## src/rtl/h_out_serializer.sv

```systemverilog
// h_out_serializer: two-slot hidden-vector buffer streamed out one element per accepted beat
module h_out_serializer #(
  parameter int ELEMENT_BITS = 8,
  parameter int FEATURES = 4,
  parameter int FEATURE_BITS = 3
) (
  input  logic                             sys_clk,
  input  logic                             reset,
  input  logic                             h_load,
  input  logic [FEATURES*ELEMENT_BITS-1:0] h_par,
  output logic                             load_ready,
  input  logic                             start_read,
  input  logic                             ser_ready,
  output logic                             ser_valid,
  output logic [ELEMENT_BITS-1:0]          ser_data,
  output logic [FEATURE_BITS-1:0]          hidden_address,
  output logic                             done,
  output logic                             overflow
);
  typedef enum logic [1:0] {IDLE, SEND, DONE} state_t;
  state_t state, state_nx;
  logic [FEATURES*ELEMENT_BITS-1:0] slots [2];
  logic [FEATURE_BITS-1:0] addr;
  logic [1:0] count;
  logic wr_ptr, rd_ptr, do_load, last;
  assign load_ready = count < 2'd2;
  assign do_load = h_load && load_ready;
  assign last = state == SEND && ser_ready && addr == FEATURE_BITS'(FEATURES-1);
  assign ser_valid = state == SEND;
  assign ser_data = ser_valid ? slots[rd_ptr][addr*ELEMENT_BITS +: ELEMENT_BITS] : '0;
  assign hidden_address = ser_valid ? addr : '0;
  assign done = state == DONE;
  always_comb begin
    state_nx = state;
    state_nx = (state == IDLE && start_read && count != 2'd0) ? SEND :
               last ? DONE :
               (state == DONE) ? IDLE : state;
  end
  always_ff @(posedge sys_clk)
    if (reset) state <= IDLE;
    else state <= state_nx;
  always_ff @(posedge sys_clk)
    if (reset) begin
      count <= '0;
      wr_ptr <= 1'b0;
      rd_ptr <= 1'b0;
      addr <= '0;
      overflow <= 1'b0;
    end else begin
      count <= count + 2'(do_load) - 2'(last);
      if (do_load) wr_ptr <= ~wr_ptr;
      if (last) rd_ptr <= ~rd_ptr;
      if (h_load && !load_ready) overflow <= 1'b1;
      if (state == SEND && ser_ready) addr <= last ? '0 : addr + 1'b1;
    end
  always_ff @(posedge sys_clk)
    if (do_load) slots[wr_ptr] <= h_par;
endmodule

```

## config.mk

```make
export PLATFORM = sky130hd
export DESIGN_NAME = h_out_serializer
export DESIGN_NICKNAME = d
export VERILOG_FILES = /design/src/rtl/h_out_serializer.sv
export SDC_FILE = /design/constraint.sdc
export NUM_CORES = 1
export LEC_CHECK = 0
export ABC_AREA = 1
export CAP_MARGIN = 30
export CORE_ASPECT_RATIO = 1.25
export CORE_MARGIN = 4
export CORE_UTILIZATION = 40
export CTS_CLUSTER_SIZE = 10
export DETAILED_ROUTE_END_ITERATION = 8
export SETUP_SLACK_MARGIN = 0.1
export SLEW_MARGIN = 10
export SYNTH_ARGS = -nofsm -noshare
export SYNTH_HDL_FRONTEND = slang
export SYNTH_SLANG_ARGS = --single-unit
export TNS_END_PERCENT = 5
```

## constraint.sdc

```tcl
create_clock -name sys_clk -period 2.9 [get_ports sys_clk]
set_clock_uncertainty 0.2 [all_clocks]
set_input_delay 0.435 -clock sys_clk [delete_from_list [all_inputs] [get_ports sys_clk]]
set_output_delay 0.435 -clock sys_clk [all_outputs]
set_load 0.03 [all_outputs]
```

* Yosys cells after proc, flatten, opt, wreduce, memory -nomap -nowiden
Memories as Yosys holds them, arrays and structs flattened. A register that Yosys moved wholly into a read port is not among the register bits. Cells that the tools add are included.
Cells by class: bitwise logic cells 2, divide/modulo/power cells 0, multipliers 0, mux-type cells 10, shift operators 1, reduce and logical (&&, ||, !) cells 12, equal/unequal tests 3, $add $sub $neg 3, magnitude comparators 1
Operators by type and width (number):
- $shiftx 32x7->8 | 1
- $mux 8 | 1
- $logic_and 1x1->1 | 6
- $mux 3 | 2
- $mux 1 | 5
- $mux 2 | 2
- $reduce_bool 2->1 | 2
- $add 3x1->3 const B | 1
- $eq 3x2->1 const B | 1
- $reduce_bool 3->1 | 1
- $add 2x1->2 | 1
- $eq 2x1->1 const B | 1
- $eq 2x2->1 const B | 1
- $logic_not 2->1 | 1
- $lt 2x2->1 const B | 1
- $not 1->1 | 2
- $reduce_or 2->1 | 1
- $sub 2x1->2 | 1
- $logic_not 1->1 | 1
Word-level totals: bits in read-only memories 0, register bits 10, input bits 37, output and inout bits 15, memories 1, bits in latches 0, RAM bits 64
Memories:
- slots | words 2, width 32, rd ports 1, clocked after Yosys merged registers in 1, wr ports 1, line 22 | logic [FEATURES*ELEMENT_BITS-1:0] slots [2];

* Longest topological paths before layout
Gate-level depths: netlist of the first run.
depth in word-level cells 5, gate-level depth with buffers 8

* Worst setup path after synthesis of the first run
OpenSTA, ideal clock, no wires.
kind input to register, start input port h_load, end memory slots[1][0] in the netlist's numbering, enable pin, path buffers 0, stages on the path 4, data required time 2.277 ns, data arrival time 2.036 ns, path slack 0.241 ns, path through inv_1 > nor2_1 > inv_1 > nor2_1
On the way: word-level cells in the longest chain between the ends 3
RTL lines:
- start, declared | line 9 | input logic h_load,
- $logic_and 1x1->1 | line 27 | assign do_load = h_load && load_ready;
- $mux 1 | line 57 | if (do_load) slots[wr_ptr] <= h_par;
- $mux 1 (not written as such) | line 57
- end, declared | line 22
Every way passes these cells.

==> flow_summary_export.csv, run 1 <==
group,metric,value,unit
run_status,outcome,"complete, no violations",
yosys,async_reset_ff_share,0,%
yosys,syn_nets,294,
cells_and_area,diodes,0,
drt,num_vias,2030,
place,io_buffers,51,
timing,worst_slew_pin_slew,0.447,ns
grt,grt_max_degree,33,
yosys,yosys.area_share.xor_xnor,0.572,%
timing,finalCritPeriodShare,87.9,%
grt,antenna_found_initial,0,
timing,slew_viol_final,0,
timing,max_freq,393,MHz
yosys,synth_edf_count,64,
worst_setup_path,path_class,"register to output pin",
worst_setup_path,critPathCaptureType,"output pin",
drt,wl_per_cell,15.5,um
clock_tree,cts_setup_buffers,0,
cells_and_area,syn_to_final_growth,27.5,%
yosys,yosysSeqAreaShare,70.0,%
timing,worst_hold_slack,0.284,ns
yosys,synth-simple-area-share,11.7,%
drt,wl_met3,318,um
yosys,synth_top_family_by_area,"compound AO/OA/AOI/OAI gates",
grt,grt_pass1_wl,10300,um
timing,tns,0,ns
timing,hold_violations,0,
yosys,synth.distinct_cells,27,
worst_setup_path,worstPathCellList,"buf_4, nor2_1, nor2_1, o21ai_1, o211ai_1, nand2_1, nor2_1, dlygate4sd2_1",
floorplanning,die_y,106,um
clock_tree,clk_latency,0.33,ns
min_path,min_path_type,"register to register",
grt,gr-total-overflow,0,
pwr,p_leak,1.48,nW
yosys,ys_seq_elements,75,
drt,ant_nets,0,
worst_setup_path,cp_data_required_time,2.27,ns
clock_tree,h-tree-depth,3,
drt,dr_wl_met2,3240,um
grt,grt_pass1_vias,2165,
grt,grtUsageTotal,14.9,%
cells_and_area,drive_gt1_share,12.3,%
floorplanning,dieWidth,86.3,um
yosys,synthMuxAreaShare,0,%
drt,vias_per_cell,4.96,
yosys,synthFlopType,"edfxtp_1",
worst_setup_path,cp-start-kind,"register",
floorplanning,row_count,35,
place,preCtsSetupSlack,0.418,ns
worst_setup_path,r2r_slack,1.07,ns
yosys,syn_area,0.00306,mm^2
worst_setup_path,crit_top_cell,"nor2_1",
worst_setup_path,crit_path_max_fanout,20,
drt,firstDrtPassIters,4,
worst_setup_path,crit_arrival,1.91,ns
clock_tree,numClockSinks,75,
floorplanning,die_area,0.00913,mm^2
drt,highest_layer,"met4",
pwr,ir_drop,0.349,mV
yosys,avgSynthCellArea,12.1,um^2
clock_tree,cts_tree,"done",
worst_setup_path,r2r_cells,7,
drt,initialDrtViolationCount,128,
yosys,yosys_warnings,0,
worst_setup_path,slowest_stage,"dlygate4sd2_1",
worst_setup_path,rr_endpoint,"count[0]",
yosys,synth_cells,254,
drt,drc,0,
clock_tree,cts_made_buffers,9,
cells_and_area,nets,352,
yosys,synth_fa_ha_area_share,1.23,%
timing,rsz0062_at_grt,"false",
clock_tree,cts_buffer_depth,2,
floorplanning,start_util,41.4,%
drt,m1WireLength,2640,um
place,dpl.hpwl,4270,um
worst_setup_path,cp-endpoint,"ser_data[2]",
worst_setup_path,cpPeakStageDelay,0.40,ns
worst_setup_path,r2r_start,"addr[0]",
pwr,cellPowerDensity,608,mW/mm^2
timing,post-route-min-period,2.55,ns
job,maxCapViolCount,0,
clock_tree,cts_root_buffer,"clkbuf_8",
drt,wl,6350,um
clock_tree,clk_pin_slew,0.07,ns
floorplanning,coreArea,0.00740,mm^2
yosys,synth_compound_area_share,11.7,%
place,gp_congestion,0.706,
cells_and_area,n_fill_cell,666,
timing,slew_headroom,70.2,%
timing,setup_viol,0,
floorplanning,io_pins,52,
timing,finalWorstSetupSlack,0.352,ns
-- per-layer routing --
layer | vias to the layer above | track usage [%]
met4 | 0 | 7.35
li1 | 1017 | -
met1 | 960 | 17.4
met3 | 12 | 3.60
met2 | 41 | 25.2
met5 | - | 0
-- cell type report --
cell class              count  area, um^2  share of cell area, %
well taps                  92         115                   2.95
inverters                  15        56.3                   1.44
multi-input cells         152         776                   19.9
flip-flops and latches     75        2140                   54.9
repair buffers             59         607                   15.5
clock inverters             6        80.1                   2.05
clock buffers              10         128                   3.27
-- critical path: cells and delay by family (launching register included) --
kind	cells	cell delay (ns)
AOI/OAI and AO/OA	2	0.17
buffers and inverters	2	0.67
DFF	1	0.38
and+or+nand+nor	4	0.35
-- power by group --
| group | internal [mW] | switching, mW | leakage (nW) |
|---|---|---|---|
| Sequential | 1.25 | 0.0233 | 0.688 |
| Combinational | 0.110 | 0.151 | 0.680 |
| Clock | 0.479 | 0.361 | 0.110 |
-- Yosys cell counts (all sizes together), types with 3 or more instances --
cell	n	area share [%]
nor2	73	9.4
edfxtp	64	63
o21ai	32	5.5
inv	14	1.7
dfxtp	11	7.2
nand2	11	1.3
buf	10	2.8
o211ai	9	2.5
o22ai	8	1.6
a21oi	5	0.82
a211oi	4	0.98
ha	3	1.2
-- layout by cell type, fill, tap and decap left out --
master / n
nand2_1: 11
o22ai_1: 8
a211oi_1: 4
dfxtp_1: 11
o211ai_2: 2
buf_4: 7
nor2_1: 67
dlymetal6s2s_1: 6
o21ai_0: 2
clkdlybuf4s50_1: 43
a21oi_1: 5
dlygate4sd2_1: 1
nand4_2: 1
inv_2: 4
nor2_4: 1
nor2_2: 5
ha_1: 3
o211ai_1: 7
clkinv_2: 4
clkbuf_1: 1
clkbuf_8: 9
nand3_1: 2
xor2_1: 2
edfxtp_1: 64
buf_12: 2
clkinv_1: 1
bufinv_16: 2
o21bai_1: 1
o21ai_2: 2
inv_1: 10
o21ai_1: 28
nor3_1: 1
-- state kept, by name, indices dropped and copies added, names as in the netlist, named ones only --
signal	cells
addr	3
rd_ptr	1
count	2
slots	64
overflow	1
state	2
wr_ptr	1
-- stage by stage --
step,total power [mW],util [%],instances,instance area [um^2]
floorplan,1.43,-,254,3060
global placement,1.56,49.8,393,3680
detailed placement,1.56,49.8,393,3680
CTS,2.40,52.5,409,3890
global route,2.48,52.7,409,3900
finish,2.37,52.7,409,3900
-- worst min path at each step --
stage / from / to / slack (ns) / depth (start not counted)
global placement: overflow / overflow / 0.26 / 2
detailed placement: overflow / overflow / 0.26 / 2
finish: overflow / overflow / 0.28 / 2
CTS: overflow / overflow / 0.29 / 2
floorplan: rd_ptr / register / 0.27 / 2
global route: wr_ptr / wr_ptr / 0.35 / 2
-- repair_timing --
item,in CTS,in global routing
hold buffers,0,0
gates resized for setup,1,6
hold endpoints to repair,0,0
endpoints found under the setup margin,5,6
-- logic make-up after synthesis --
| logic type | after synthesis |
|---|---|
| adders and majority gates | 3 |
| xor gates and xnor gates | 2 |
| and+or+nand+nor | 88 |
| AOI/OAI and AO/OA | 59 |
| buffers and inverters | 27 |
| DFF | 75 |
(Power assumes the default switching activity.)
==> run 2, diff against run 1 <==
--- a/config.mk
+++ b/config.mk
@@ -7,11 +7,14 @@
 export LEC_CHECK = 0
 export ABC_AREA = 1
 export CAP_MARGIN = 30
+export CELL_PAD_IN_SITES_DETAIL_PLACEMENT = 1
+export CELL_PAD_IN_SITES_GLOBAL_PLACEMENT = 1
 export CORE_ASPECT_RATIO = 1.25
 export CORE_MARGIN = 4
 export CORE_UTILIZATION = 40
 export CTS_CLUSTER_SIZE = 10
 export DETAILED_ROUTE_END_ITERATION = 8
+export PLACE_DENSITY_LB_ADDON = 0.1
 export SETUP_SLACK_MARGIN = 0.1
 export SLEW_MARGIN = 10
 export SYNTH_ARGS = -nofsm -noshare
==> run 2 against run 1 <==
Die area unchanged. Via count rose by 0.74%. Sequential power about the same. Final area shrank 0.19%. Final cell count unchanged. Largest power group unchanged. Combinational power about the same. Non-clock buffer count did not move. First-iteration DRC count is 6.3% higher. Routed wire length increased by 3.4%.
==> flow_summary_export.csv, run 2 (synthesized netlist as in run 1, its figures left out) <==
group,metric,value,unit
clock_tree,clk_pin_slew,0.07,ns
place,gp_congestion,0.744,
worst_setup_path,slowest_stage,"clkdlybuf4s15_1",
drt,num_vias,2045,
job,maxCapViolCount,0,
min_path,min_path_type,"register to register",
worst_setup_path,cp_data_required_time,2.27,ns
cells_and_area,drive_gt1_share,12.3,%
worst_setup_path,crit_path_max_fanout,19,
timing,finalCritPeriodShare,87.1,%
drt,vias_per_cell,5.00,
drt,ant_nets,0,
grt,grt_util_met2,25.6,%
worst_setup_path,path_class,"register to output pin",
clock_tree,cts_root_buffer,"clkbuf_8",
grt,grt_pass1_wl,10800,um
floorplanning,dieWidth,86.3,um
clock_tree,hold_buffers,0,
grt,grt_max_degree,33,
grt,grtUsageTotal,15.6,%
timing,hold_violations,0,
worst_setup_path,crit_arrival,1.89,ns
timing,slew_viol_final,0,
clock_tree,cts_buffer_depth,2,
place,io_buffers,51,
clock_tree,h-tree-depth,3,
cells_and_area,syn_to_final_growth,27.3,%
grt,antenna_found_initial,0,
cells_and_area,layout_commonest_cell,"nor2_1",
worst_setup_path,rr_endpoint,"count[1]",
grt,grtUsageMet1,19.4,%
worst_setup_path,crit_top_cell,"nor2_1",
drt,wl,6560,um
pwr,p_leak,1.47,nW
floorplanning,row_count,35,
min_path,whs_endpoint,"overflow",
worst_setup_path,critPathCaptureType,"output pin",
clock_tree,clk_latency,0.33,ns
clock_tree,cts_setup_buffers,0,
place,dpl.hpwl,4660,um
cells_and_area,largest_registers,"slots (64), addr (3)",
place,preCtsSetupSlack,0.411,ns
timing,slew_headroom,70.8,%
cells_and_area,nets,352,
worst_setup_path,r2r_cells,8,
pwr,cellPowerDensity,594,mW/mm^2
grt,gr-total-overflow,0,
grt,busiest_layer,"met2",
floorplanning,die_y,106,um
min_path,hold_path_depth,2,
floorplanning,coreArea,0.00740,mm^2
cells_and_area,diodes,0,
floorplanning,start_util,41.4,%
timing,max_freq,396,MHz
grt,grt_pass1_vias,2268,
drt,initialDrtViolationCount,136,
floorplanning,die_area,0.00913,mm^2
timing,rsz0062_at_grt,"false",
timing,setup_viol,0,
cells_and_area,largest_reg_flops,64,
drt,wl_per_cell,16.0,um
timing,worst_slew_pin_slew,0.438,ns
cells_and_area,top_register,"slots",
clock_tree,cts-resized-gates,2,
clock_tree,cts_tree,"done",
clock_tree,cts_made_buffers,9,
worst_setup_path,path_buf_inv,2,
cells_and_area,post-route-util,52.6,%
clock_tree,numClockSinks,75,
run_status,outcome,"complete, no violations",
floorplanning,io_pins,52,
place,placed_area,0.00368,mm^2
worst_setup_path,r2r_start,"addr[1]",
timing,finalWorstSetupSlack,0.374,ns
worst_setup_path,worstPathCellList,"buf_4, nor2_1, nor2_1, o21ai_1, o211ai_1, nand2_1, nor2_1, clkdlybuf4s15_1",
worst_setup_path,cp-start-kind,"register",
timing,tns,0,ns
timing,post-route-min-period,2.53,ns
cells_and_area,final_cell_area,0.00390,mm^2
cells_and_area,final_cell_mix,"nor2_1, edfxtp_1, clkdlybuf4s50_1",
grt,grtUsageMet3,3.21,%
worst_setup_path,cpPeakStageDelay,0.38,ns
worst_setup_path,r2r_slack,0.90,ns
worst_setup_path,cp_top_family,"buffers and inverters",
min_path,min_from,"overflow",
drt,firstDrtPassIters,4,
pwr,ir_drop,0.259,mV
drt,drc,0,
[run 2: routing by layer]
metal	up-vias	share of wire, %
met2	48	50
met5	-	0
met1	969	44
met4	0	2.1
met3	14	4.4
li1	1014	-
[run 2: worst max-delay path by stage]
| stage | slack [ns] | depth (start not counted) | from | endpoint |
|---|---|---|---|---|
| after floorplan | 0.24 | 4 | h_load | slots[1][0] |
| after global placement | 0.44 | 6 | addr[0] | ser_data[0] |
| after detailed placement | 0.41 | 7 | register | ser_data[0] |
| after CTS | 0.04 | 7 | register | ser_data[0] |
| after global routing | 0.12 | 8 | register | ser_data[7] |
| final | 0.37 | 8 | register | ser_data[7] |
[run 2: through the flow]
stage	cells	total power [mW]	hold WS (ns)
2_1_floorplan	254	1.43	0.272
3_3_place_gp	393	1.56	0.254
3_5_place_dp	393	1.57	0.261
6_report	409	2.31	0.274
4_1_cts	409	2.35	0.281
5_1_grt	409	2.42	0.322
[run 2: where the power goes]
group          leakage, nW  total, mW  internal (mW)  switching, mW
sequential           0.688       1.28           1.25         0.0263
combinational        0.694      0.260          0.111          0.149
clock               0.0885      0.779          0.397          0.382
[run 2: area by class of cell]
type / instances / area [um^2]
Timing Repair Buffer: 59 / 613
Inverter: 15 / 56.3
Multi-Input combinational cell: 152 / 776
Sequential cell: 75 / 2140
Fill cell: 783 / 3500
Tap cell: 92 / 115
Clock inverter: 6 / 66.3
Clock buffer: 10 / 128
[run 2: worst register-to-register path: cells and delay by family, from the launching register on]
kind | cells | cell delay (ns)
adders and majority gates | 3 | 0.60
and+or+nand+nor | 2 | 0.25
DFF | 1 | 0.31
xor gates and xnor gates | 1 | 0.19
AOI/OAI and AO/OA | 1 | 0.12
buffers and inverters | 1 | 0.23
